<file path="src/rtl/store_unit_pkg.sv">
// rtl/store_unit_pkg.sv - opcode constants, size/state encodings and store decode for the store unit

// Shared machine constants (word width, instruction width, store opcodes).
`ifndef STORE_UNIT_CONSTANTS_VH
`define STORE_UNIT_CONSTANTS_VH
`define WORD      64
`define INSTR_LEN 32
`define STUR      11'b11111000000
`define STURW     11'b10111000000
`define STURH     11'b01111000000
`define STURB     11'b00111000000
`endif

package store_unit_pkg;

    // Access size of a store request.
    typedef enum logic [1:0] {
        SZ_B = 2'd0,
        SZ_H = 2'd1,
        SZ_W = 2'd2,
        SZ_D = 2'd3
    } size_e;

    typedef enum logic [1:0] {
        ST_IDLE  = 2'd0,
        ST_BEAT0 = 2'd1,
        ST_BEAT1 = 2'd2
    } state_e;

    typedef struct packed {
        logic  is_store;
        size_e size;
    } store_dec_t;

    // Map an 11-bit opcode onto a store size; anything else is not a store.
    function automatic store_dec_t decode_store(input logic [10:0] opcode);
        store_dec_t dec;
        dec.is_store = 1'b1;
        dec.size     = SZ_B;
        case (opcode)
            `STUR:   dec.size = SZ_D;
            `STURW:  dec.size = SZ_W;
            `STURH:  dec.size = SZ_H;
            `STURB:  dec.size = SZ_B;
            default: dec.is_store = 1'b0;
        endcase
        return dec;
    endfunction

endpackage

</file>
<file path="src/rtl/store_unit_lane_format.sv">
// rtl/store_unit_lane_format.sv - places store data on byte lanes and flags misalignment

module store_lane_format
    import store_unit_pkg::*;
(
    input  size_e        size_i,
    input  logic [2:0]   addr_i,
    input  logic [63:0]  data_i,
    output logic [3:0]   be_o,
    output logic [31:0]  lane_data_o,
    output logic         misaligned_o
);

    logic [1:0] lane;
    logic [4:0] lane_shift;

    assign lane       = addr_i[1:0];
    assign lane_shift = {lane, 3'b000};

    // Byte enables and lane data per size; unenabled lanes stay zero.
    always_comb begin
        be_o         = 4'b0000;
        lane_data_o  = 32'h0;
        misaligned_o = 1'b0;
        case (size_i)
            SZ_B: begin
                be_o        = 4'b0001 << lane;
                lane_data_o = {24'h0, data_i[7:0]} << lane_shift;
            end
            SZ_H: begin
                misaligned_o = addr_i[0];
                be_o         = 4'b0011 << lane;
                lane_data_o  = {16'h0, data_i[15:0]} << lane_shift;
            end
            SZ_W: begin
                misaligned_o = |addr_i[1:0];
                be_o         = 4'b1111;
                lane_data_o  = data_i[31:0];
            end
            default: begin
                misaligned_o = |addr_i[2:0];
                be_o         = 4'b1111;
                lane_data_o  = data_i[31:0];
            end
        endcase
    end

endmodule

</file>
<file path="src/rtl/store_unit.sv">
// rtl/store_unit.sv - store request to byte-enabled 32-bit memory write beats

module store_unit
    import store_unit_pkg::*;
#(
    parameter int ADDR_W = 64,
    parameter int BUS_W  = 32
) (
    input  logic                  clk,
    input  logic                  reset,
    input  logic                  req_valid,
    output logic                  req_ready,
    input  logic [`INSTR_LEN-1:0] instruction,
    input  logic [ADDR_W-1:0]     req_addr,
    input  logic [`WORD-1:0]      req_data,
    output logic                  mem_valid,
    input  logic                  mem_ready,
    output logic [ADDR_W-1:0]     mem_addr,
    output logic [BUS_W-1:0]      mem_wdata,
    output logic [BUS_W/8-1:0]    mem_be,
    output logic                  done,
    output logic                  align_fault
);

    state_e              state_q, state_d;
    logic [ADDR_W-1:0]   addr_q, addr_d;
    logic [BUS_W-1:0]    wdata_q, wdata_d;
    logic [BUS_W/8-1:0]  be_q, be_d;
    logic [BUS_W-1:0]    hi_q, hi_d;
    logic                two_beat_q, two_beat_d;
    logic                done_q, done_d;
    logic                fault_q, fault_d;

    store_dec_t          dec;
    logic [3:0]          fmt_be;
    logic [31:0]         fmt_data;
    logic                fmt_misaligned;
    logic                unused_instr_bits;

    assign dec               = decode_store(instruction[31:21]);
    assign unused_instr_bits = ^instruction[20:0];

    store_lane_format u_fmt (
        .size_i       (dec.size),
        .addr_i       (req_addr[2:0]),
        .data_i       (req_data),
        .be_o         (fmt_be),
        .lane_data_o  (fmt_data),
        .misaligned_o (fmt_misaligned)
    );

    assign req_ready   = (state_q == ST_IDLE);
    assign mem_valid   = (state_q != ST_IDLE);
    assign mem_addr    = addr_q;
    assign mem_wdata   = wdata_q;
    assign mem_be      = be_q;
    assign done        = done_q;
    assign align_fault = fault_q;

    // State and beat registers; reset abandons any store in flight.
    always_ff @(posedge clk) begin
        if (reset) begin
            state_q    <= ST_IDLE;
            addr_q     <= '0;
            wdata_q    <= '0;
            be_q       <= '0;
            hi_q       <= '0;
            two_beat_q <= 1'b0;
            done_q     <= 1'b0;
            fault_q    <= 1'b0;
        end else begin
            state_q    <= state_d;
            addr_q     <= addr_d;
            wdata_q    <= wdata_d;
            be_q       <= be_d;
            hi_q       <= hi_d;
            two_beat_q <= two_beat_d;
            done_q     <= done_d;
            fault_q    <= fault_d;
        end
    end

    // Accept/decode in IDLE, hold each beat until mem_ready, then pulse done.
    always_comb begin
        state_d    = state_q;
        addr_d     = addr_q;
        wdata_d    = wdata_q;
        be_d       = be_q;
        hi_d       = hi_q;
        two_beat_d = two_beat_q;
        done_d     = 1'b0;
        fault_d    = 1'b0;
        case (state_q)
            ST_IDLE: begin
                if (req_valid && dec.is_store) begin
                    if (fmt_misaligned) begin
                        fault_d = 1'b1;
                    end else begin
                        state_d    = ST_BEAT0;
                        addr_d     = {req_addr[ADDR_W-1:2], 2'b00};
                        wdata_d    = fmt_data;
                        be_d       = fmt_be;
                        hi_d       = req_data[63:32];
                        two_beat_d = (dec.size == SZ_D);
                    end
                end
            end
            ST_BEAT0: begin
                if (mem_ready) begin
                    if (two_beat_q) begin
                        state_d = ST_BEAT1;
                        addr_d  = addr_q + ADDR_W'(4);
                        wdata_d = hi_q;
                        be_d    = '1;
                    end else begin
                        state_d = ST_IDLE;
                        done_d  = 1'b1;
                        addr_d  = '0;
                        wdata_d = '0;
                        be_d    = '0;
                    end
                end
            end
            ST_BEAT1: begin
                if (mem_ready) begin
                    state_d = ST_IDLE;
                    done_d  = 1'b1;
                    addr_d  = '0;
                    wdata_d = '0;
                    be_d    = '0;
                end
            end
            default: state_d = ST_IDLE;
        endcase
    end

endmodule
</file>
<file path="config.mk">
export PLATFORM = sky130hd
export DESIGN_NAME = store_unit
export DESIGN_NICKNAME = d
export VERILOG_FILES = /design/src/rtl/store_unit_pkg.sv /design/src/rtl/store_unit_lane_format.sv /design/src/rtl/store_unit.sv
export SDC_FILE = /design/constraint.sdc
export NUM_CORES = 1
export LEC_CHECK = 0
export CORE_MARGIN = 2
export CORE_UTILIZATION = 25
export DETAILED_ROUTE_END_ITERATION = 6
export GPL_ROUTABILITY_DRIVEN = 0
export SLEW_MARGIN = 10
export SYNTH_ARGS = -nofsm -noshare
export SYNTH_HDL_FRONTEND = slang
export SYNTH_HIERARCHICAL = 1
export SYNTH_SLANG_ARGS = --single-unit
</file>
<file path="constraint.sdc">
create_clock -name clk -period 4.6 [get_ports clk]
set_input_delay 0.92 -clock clk [delete_from_list [all_inputs] [get_ports clk]]
set_output_delay 0.92 -clock clk [all_outputs]
set_load 0.02 [all_outputs]
</file>
==> qor.yml, run 1 <==
min_period_ps: 4003
cts.sink_count: 135
r2r-start: "state_q[1]"
timing.fmax_mhz: 249.8
leakagePower_nw: 3.633
ys_seq_area_frac: 0.3446
root_buffer: "clkbuf_16"
postCtsHoldBufs: 0
synth_area_leaders: "dfxtp_1 34%, nor2_1 5.6%, mux2i_1 5.0%, o221ai_2 4.6%, nand2_1 4.4%"
grt_pass1_wl_mm: 49.26
setup_tns_ps: 0
ios: 268
cp.required_ps: 4880
row_count: 64
tightest_slew_ps: 1030
seqCellArea_mm2: 0.002703
hpwlAfterDp_mm: 21.72
final_cell_count_no_fill: 1608
grt_pass1_vias: 8520
die_w_um: 181.1
placed_cells: 1576
syn_area_mm2: 0.007844
grtUsageTotal: 0.1890
critPathLaunch: "instruction[27]"
grt_max_degree: 81
cp-end-kind: "flop"
synth_top_area_share: 0.3446
clk_pin_slew_ps: 60
crit_fanout: 61
setup_viol: 0
rsz0062_at_grt: "no"
nFillCells: 3225
p_per_area_mw_per_mm2: 253.6
ys_ff_latch: 135
avgRoutedWirePerCell_um: 19.55
synth_cells: 998
drive_gt1_frac: 0.08086
yosysTopAreaCell: "dfxtp_1"
finalHoldViolCount: 0
clk_latency_ps: 430
vias: 8691
crit_arrival_ps: 4280
synthFlopType: "dfxtp_1"
finalMaxSlewViolations: 0
cts.path.max_buffers: 2
start_kind: "primary input"
diodes: 0
postRouteAntennaNets: 0
critPathKind: "primary input to flop"
htreeDepth: 4
cts_tree: "done"
viasPerCell: 5.405
period_share: 0.8702
holdPathStages: 2
hp-class: "flop to flop"
routed_wl_mm: 31.43
die_y_um: 181.1
ir_worst_vdd_mv: 0.1882
coreArea_mm2: 0.03075
status: "complete, no violations"
dr.first_iter.drc_count: 771
cts_setup_buffers: 0
fin_nets: 1368
drv_cap: 0
gr-total-overflow: 0
r2r_end: "mem_addr[12]"
start_util: 0.2551
numCtsBuffers: 17
syn_area_per_cell_um2: 7.859
slew_headroom: 0.3130
synth_warnings: 6
drc: 0
synth_edf_count: 0
antenna_found_initial: 2
r2r_setup_slack_ps: 1440
ys_types: 63
io_buffer_count: 244
r2r_cells: 9
holdPathEnd: "mem_wdata[13]"
areaGrowthSynthToFinish_pct: 42.50
worstHoldStart: "mem_wdata[13]"
dieArea_mm2: 0.03281
multiInputGateArea_mm2: 0.004666
firstDrtPassIters: 5
async_reset_ff_frac: 0
cts_resized: 0
fin_worst_skew_ps: 12.58
## placed cells by master (no fill, tap or decap), drive strengths merged, types with 11 or more instances in the layout
master,n
and3,22
clkbuf,18
a22oi,11
nor3,59
and2,15
clkdlybuf4s50,243
o21ai,57
mux2i,39
dfxtp,135
nor2,118
nand4,21
nand2,92
a21oi,59
nor4,21
nand2b,11
a221oi,35
o221ai,24
inv,38
a31oi,15
o32ai,11
nand3,33
buf,21
## metal layers
metal  up-vias  wire [µm]  global-route usage
met4         0        554             0.05333
met5         -          0                   0
met3        37       2966             0.06067
li1       4110          -                   -
met1      4161      13130              0.2357
met2       383      14780              0.3120
## metrics by stage
stage	setup slack [ps]	hold WS [ps]	util	total power [mW]	instance area, µm²
2_1_floorplan	1027	461.5	-	1.276	7848
3_3_place_gp	98.36	473.8	0.3442	1.431	10580
3_5_place_dp	89.80	483.8	0.3442	1.431	10580
4_1_cts	539.7	496.2	0.3635	2.866	11180
5_1_grt	117.9	521.7	0.3635	2.938	11180
6_report	597.1	492.6	0.3635	2.835	11180
## kinds of logic (layout without fill, tap and decap cells)
logic type | after synthesis | after routing | synth area share
AO/OA/AOI/OAI | 267 | 267 | 0.2504
XOR/XNOR | 2 | 2 | 0.002234
adder cells (fa/ha/maj) | 5 | 5 | 0.007976
buffers and inverters | 114 | 327 | 0.06444
flip-flops | 135 | 135 | 0.3446
multiplexers | 41 | 41 | 0.05264
other | 1 | 2 | 0.0004781
AND/OR/NAND/NOR | 433 | 433 | 0.2772
## synthesized netlist by cell type, drive strengths merged (21+ instances only)
cell / n
o221ai: 24
nand4: 21
nand2: 92
nor3: 59
and3: 22
o21ai: 57
dfxtp: 135
mux2i: 39
inv: 31
buf: 22
nand3: 33
clkbuf: 61
a221oi: 35
a21oi: 59
nor2: 118
nor4: 21
## where the power goes
part | switching (mW) | internal [mW]
Clock | 0.616 | 0.816
Sequential | 0.00163 | 1.17
Combinational | 0.0953 | 0.136
## final cells by class
| cell class | count | share of cell area |
|---|---|---|
| Timing Repair Buffer | 264 | 0.2328 |
| Multi-Input combinational cell | 750 | 0.4174 |
| Clock inverter | 14 | 0.01478 |
| Tap cell | 396 | 0.04433 |
| Clock buffer | 18 | 0.03840 |
| Inverter | 31 | 0.01041 |
| Sequential cell | 135 | 0.2418 |
## critical path, stage by stage
cell             delay, ps
clkdlybuf4s50_1        390
nor4b_2                160
nand4_1                210
nor2_1                 130
o21ai_0                150
o21ai_1                140
nor2b_1                130
o21ai_0                140
nor3_2                 720
buf_4                  720
o21ai_0                200
a22oi_1                180
nor2_1                  50
## registers in the layout (all words and copies together), names as in the netlist
| register | cells |
|---|---|
| align_fault | 1 |
| done | 1 |
| hi_q | 32 |
| mem_addr | 62 |
| mem_be | 4 |
| mem_wdata | 32 |
| state_q | 2 |
| two_beat_q | 1 |
## worst max-delay path by stage
stage,slack (ps),endpoint,depth (start not counted)
after floorplan,1030,mem_addr[6],15
after global placement,100,mem_addr[6],13
after detailed placement,90,mem_addr[12],13
after CTS,540,mem_addr[12],13
after global routing,120,mem_addr[15],13
final,600,mem_addr[12],13
(Power assumes the default switching activity.)
==> run 2: changes to the inputs <==
- HOLD_SLACK_MARGIN: not set -> 0.15
- PLACE_DENSITY: not set -> 0.51
==> run 2 against run 1 <==
Against the previous run:
- worst hold slack better by 4.0 ps
- maximum frequency grew 7.7%
- critical path depth unchanged
- wire length is 2.7% higher
- clock skew rose by 3.4 ps
- combinational power about the same
- worst setup slack improved by 290 ps
- largest cell class unchanged
- critical endpoint is now mem_wdata[31]
- via count down 1.9%
- die area unchanged
- final cell count is 0.12% higher
- highest routed layer unchanged
- utilization grew 0.19 points
- sequential cell count did not move
==> qor.yml, run 2 (synthesized netlist as in run 1, its figures left out) <==
ios: 268  # unchanged
postCtsHoldBufs: 0  # unchanged
hpwlAfterDp_mm: 22.26  # +2.5%
setup_tns_ps: 0  # unchanged
antenna_found_initial: 2  # unchanged
cts.path.max_buffers: 2  # unchanged
path_delay_family: "simple AND/OR/NAND/NOR gates"
critPathKind: "primary input to flop"
p_seq_frac: 0.406  # -0.007
gr-total-overflow: 0  # unchanged
die_y_um: 181.1  # unchanged
root_buffer: "clkbuf_16"
numCtsBuffers: 17  # unchanged
setup_viol: 0  # unchanged
r2r_end: "mem_addr[58]"
status: "complete, no violations"
crit_path_cell_trace: "clkdlybuf4s50_1 -> nor4b_2 -> nand4_1 -> nor2_1 -> o21ai_0 -> o21ai_1 -> nor2b_1 -> o21ai_0 -> nor3_2 -> buf_4 -> buf_4 -> nor2_1 -> nor3_1"
r2r_setup_slack_ps: 1660  # +220 ps
grt_max_degree: 82  # +1.2%
postRouteAntennaNets: 0  # unchanged
p_total_mw: 2.889  # +1.9%
p_per_area_mw_per_mm2: 257.1  # +1.4%
avgRoutedWirePerCell_um: 20.06  # +2.6%
drive_gt1_frac: 0.08244  # +0.001582
cp-end-kind: "flop"
holdPathEnd: "mem_wdata[26]"
clk_latency_ps: 430  # about the same
largest_register_ffs: 62  # unchanged
grt_pass1_vias: 8392  # -1.5%
drc: 0  # unchanged
min_period_ps: 3717  # -286.1 ps
cellInternalPower_mw: 2.219  # +4.6%
cts_tree: "done"
crit_fanout: 26  # -57%
dr.first_iter.drc_count: 631  # -18%
crit_arrival_ps: 4050  # -230 ps
cts.sink_count: 135  # unchanged
vias: 8523  # -1.9%
drv_cap: 0  # unchanged
viasPerCell: 5.294  # -2.1%
rsz0062_at_grt: "no"
clockPowerShare: 0.514  # +0.009
grtUsageTotal: 0.1936  # +0.004651
die_w_um: 181.1  # unchanged
fin_nets: 1370  # +0.15%
leakagePower_nw: 3.670  # +1.0%
grt_pass1_wl_mm: 50.20  # +1.9%
r2r-start: "mem_addr[2]"
p_sw_mw: 0.6695  # -6.0%
row_count: 64  # unchanged
dieArea_mm2: 0.03281  # unchanged
io_buffer_count: 244  # unchanged
start_kind: "primary input"
critPathSlowestCell: "nor3_2"
worstHoldStart: "mem_wdata[26]"
clk_pin_slew_ps: 60  # about the same
slew_headroom: 0.3704  # +0.05734
tightest_slew_ps: 939.3  # -91.12 ps
htreeDepth: 4  # unchanged
holdPathStages: 2  # unchanged
slowest_delay_ps: 740  # +20 ps
hp-class: "flop to flop"
mostFrequentLayoutCell: "clkdlybuf4s50_1"
r2r_cells: 7  # -2
fin_worst_skew_ps: 15.94  # +3.355 ps
cp.buffers_inverters: 3  # +1
period_share: 0.8080  # -0.06219
timing.fmax_mhz: 269.0  # +7.7%
ir_worst_vdd_mv: 0.1932  # +2.7%
start_util: 0.2551  # unchanged
switching_share: 0.2318  # -0.01956
cp.required_ps: 4930  # +50 ps
firstDrtPassIters: 5  # unchanged
cts_setup_buffers: 0  # unchanged
finalMaxSlewViolations: 0  # unchanged
final_cell_mix: "243 x clkdlybuf4s50_1, 135 x dfxtp_1, 116 x nor2_1, 92 x nand2_1, 59 x a21oi_1"
fin_util: 0.3654  # +0.001871
areaGrowthSynthToFinish_pct: 43.23
coreArea_mm2: 0.03075  # unchanged
finalHoldViolCount: 0  # unchanged
routed_wl_mm: 32.29  # +2.7%
cts_resized: 0  # unchanged
combPwrFrac: 0.080  # -0.002
==> run 2: cell types whose count changed in the layout (fill, tap and decap cells not counted) <==
cell	delta
clkinv_2	+2
bufinv_16	+1
diode_2	+1
clkbuf_8	+4
buf_12	+1
clkinvlp_4	-2
inv_6	-2
clkinv_4	-1
clkbuf_1	-1
buf_4	+1
inv_8	-2
==> run 2: worst max-delay path by stage <==
| stage | startpoint | endpoint | cells past startpoint |
|---|---|---|---|
| floorplan | instruction[23] | mem_addr[6] | 15 |
| global placement | instruction[27] | mem_wdata[4] | 13 |
| detailed placement | instruction[27] | mem_wdata[5] | 13 |
| CTS | instruction[27] | mem_wdata[31] | 13 |
| global route | instruction[27] | mem_wdata[13] | 13 |
| finish | instruction[27] | mem_wdata[31] | 13 |
==> run 2: power by group through the flow <==
stage	logic, mW	clock network (mW)	registers, mW
floorplan	0.0766	0	1.20
global placement	0.234	0	1.20
detailed placement	0.233	0	1.20
CTS	0.235	1.52	1.17
global route	0.248	1.57	1.17
finish	0.232	1.48	1.17
==> run 2: worst reg2reg max path, delay by kind of cell, from the launching register on <==
kind,cells,cell delay [ps]
flops,1,480
compound gates,1,90
mux,1,220
simple gates,4,1770
fa+ha+maj,1,280
==> run 2: metrics by stage <==
step / cell area, µm² / hold slack, ps / setup slack (ps) / instances
4_1_cts: 11230 / 499.0 / 824.1 / 1609
5_1_grt: 11230 / 517.5 / 539.2 / 1609
6_report: 11230 / 496.6 / 883.2 / 1610
3_3_place_gp: 10610 / 472.9 / 430.3 / 1578
3_5_place_dp: 10610 / 483.1 / 372.3 / 1578
2_1_floorplan: 7848 / 461.5 / 1027 / 999
==> run 2: final cells by class <==
cell class / instances / area, µm²
fillers: 3262 / 19520
multi-input cells: 750 / 4666
flip-flops and latches: 135 / 2703
repair buffers: 266 / 2630
well taps: 396 / 495.5
clock buffers: 21 / 480.5
clock inverters: 10 / 141.4
inverters: 31 / 116.4
diodes: 1 / 2.502
==> run 2: metal layers <==
layer / wire length (µm) / GRT usage
met5: 0 / 0
met4: 454 / 0.04488
met3: 2946 / 0.06511
met2: 15220 / 0.3229
met1: 13670 / 0.2408
==> run 3: changes to the inputs <==
- PLACE_DENSITY: 0.51 -> 0.53
- clock period: 4.6 -> 3.2 ns (I/O delays scaled with it)
==> run 3 against run 2 <==
Against the previous run:
- sequential cell count is the same
- worst setup slack lost 630 ps
- utilization grew 1.5 points
- clock skew shrank 5.0 ps
- final cell count grew 2.9%
- clock power grew 40%
- combinational power grew 47%
- clock-buffer cell count shrank 3
- worst hold slack is essentially flat
- critical path type unchanged
- critical endpoint is now mem_wdata[11]
- highest routed layer is now met5
==> qor.yml, run 3 (synthesized netlist as in run 1, its figures left out) <==
firstDrtPassIters: 7  # +2
crit_arrival_ps: 3230  # -820 ps
areaGrowthSynthToFinish_pct: 49.02
hpwlAfterDp_mm: 22.80  # +2.4%
vias: 8733  # +2.5%
start_kind: "primary input"
m1WireLength_mm: 13.47  # -1.5%
viasPerCell: 5.270  # -0.44%
min_period_ps: 2945
nFillCells: 3178  # -2.6%
fin_nets: 1415  # +3.3%
hp-class: "flop to flop"
cellInternalPower_mw: 3.057  # +38%
cts.path.max_buffers: 2  # unchanged
met3_length_mm: 2.926  # -0.68%
cp-end-kind: "flop"
combPwrFrac: 0.083  # +0.003
p_seq_frac: 0.412  # +0.006
root_buffer: "clkbuf_16"
start_util: 0.2551  # unchanged
crit_fanout: 35  # +35%
clk_pin_slew_ps: 70  # about the same
setup_viol: 0  # unchanged
cts_tree: "done"
slew_headroom: 0.4530  # +0.08268
status: "complete, no violations"
ios: 268  # unchanged
rsz0062_at_grt: "no"
postCtsHoldBufs: 0  # unchanged
antenna_found_initial: 2  # unchanged
io_buffer_count: 244  # unchanged
period_share: 0.9202
htreeDepth: 4  # unchanged
mostFrequentLayoutCell: "clkdlybuf4s50_1"
drv_cap: 0  # unchanged
p_total_mw: 4.091  # +42%
grt_pass1_vias: 8489  # +1.2%
cts.sink_count: 135  # unchanged
dieArea_mm2: 0.03281  # unchanged
cp.required_ps: 3480  # -1450 ps
clockPowerShare: 0.505  # -0.009
row_count: 64  # unchanged
leakagePower_nw: 3.911  # +6.6%
multiInputGateArea_mm2: 0.004681  # +0.32%
gr-total-overflow: 0  # unchanged
cpMostUsedCell: "buf_4"
timing.fmax_mhz: 339.6
cp.buffers_inverters: 4  # +1
finalHoldViolCount: 0  # unchanged
grtUsageTotal: 0.1921  # -0.001511
seqCellArea_mm2: 0.002703  # unchanged
fin_worst_skew_ps: 10.93  # -5.013 ps
coreArea_mm2: 0.03075  # unchanged
dr.first_iter.drc_count: 652  # +3.3%
grt_pass1_wl_mm: 49.67  # -1.1%
p_per_area_mw_per_mm2: 350.0  # +36%
largest_register_ffs: 62  # unchanged
ir_worst_vdd_mv: 0.3170  # +64%
avgRoutedWirePerCell_um: 19.37  # -3.4%
top_layer: "met5"
postRouteAntennaNets: 0  # unchanged
switching_share: 0.2528  # +0.02100
p_sw_mw: 1.034  # +54%
numCtsBuffers: 17  # unchanged
routed_wl_mm: 32.09  # -0.62%
grt_max_degree: 81  # -1.2%
tightest_slew_ps: 820.4  # -118.9 ps
final_cell_mix: "243 x clkdlybuf4s50_1, 135 x dfxtp_1, 115 x nor2_1, 92 x nand2_1, 59 x a21oi_1"
die_y_um: 181.1  # unchanged
path_delay_family: "buffers and inverters"
critPathSlowestCell: "a221oi_1"
die_w_um: 181.1  # unchanged
crit_path_cell_trace: "clkdlybuf4s50_1 -> nor4b_2 -> nand4_1 -> buf_4 -> nor2_2 -> buf_4 -> nand2b_1 -> o221ai_2 -> a221oi_1 -> buf_4 -> nor3_1"
slowest_delay_ps: 450  # -290 ps
route.met2.wl_mm: 15.28  # +0.34%
clk_latency_ps: 430  # about the same
critPathKind: "primary input to flop"
setup_tns_ps: 0  # unchanged
drc: 0  # unchanged
hold_slack_ps: 496.1  # -0.4790 ps
finalMaxSlewViolations: 0  # unchanged
drive_gt1_frac: 0.1168  # +0.03432
==> run 3: path summary, 6_finish.rpt <==
check	start	end	slack [ps]	cells past startpoint
max	instruction[23]	mem_wdata[11]	260	11
min	hi_q[0]	hi_q[0]	500	2
max reg2reg	mem_addr[2]	mem_addr[58]	730	8
min reg2reg	hi_q[0]	hi_q[0]	500	2
==> run 3: repair_timing <==
action | in CTS | in global routing
setup buffers | 0 | 1
gates resized for setup | 0 | 4
endpoints found under the setup margin | 0 | 76
hold endpoints to repair | 0 | 0
==> run 3: area by class of cell <==
class                           count  area share
Tap cell                          396     0.04239
Clock buffer                       18     0.03672
Timing Repair Buffer              311      0.2646
Multi-Input combinational cell    750      0.4005
Sequential cell                   135      0.2312
Antenna cell                        2   0.0004282
Inverter                           31    0.009955
Clock inverter                     14     0.01424
==> run 3: metal layers <==
metal  global-route usage  vias up
met2               0.3215      386
met5                    0        -
met3              0.05987       36
met4              0.04553        2
met1               0.2405     4089
li1                     -     4220
==> run 3: through the flow <==
| step | utilization | setup slack, ps | area [µm²] | std cells |
|---|---|---|---|---|
| 2_1_floorplan | - | 27.36 | 7851 | 999 |
| 3_3_place_gp | 0.3599 | -398.9 | 11070 | 1622 |
| 3_5_place_dp | 0.3599 | -421.9 | 11070 | 1622 |
| 4_1_cts | 0.3793 | 25.48 | 11660 | 1654 |
| 5_1_grt | 0.3800 | 102.3 | 11680 | 1655 |
| 6_report | 0.3801 | 255.2 | 11690 | 1657 |
==> run 3: worst reg2reg max path, stage by stage (launching register included) <==
cell	delay, ps
dfxtp_1	330
ha_1	200
and3_1	240
nand3_1	290
nor4_4	350
buf_4	230
nor4bb_1	410
mux2i_1	220
o21ai_0	90
==> run 3: power groups by stage <==
stage / combinational (mW) / sequential, mW / clock (mW)
2_1_floorplan: 0.110 / 1.72 / 0
3_3_place_gp: 0.343 / 1.72 / 0
3_5_place_dp: 0.342 / 1.72 / 0
4_1_cts: 0.344 / 1.68 / 2.11
5_1_grt: 0.364 / 1.68 / 2.17
6_report: 0.341 / 1.68 / 2.07
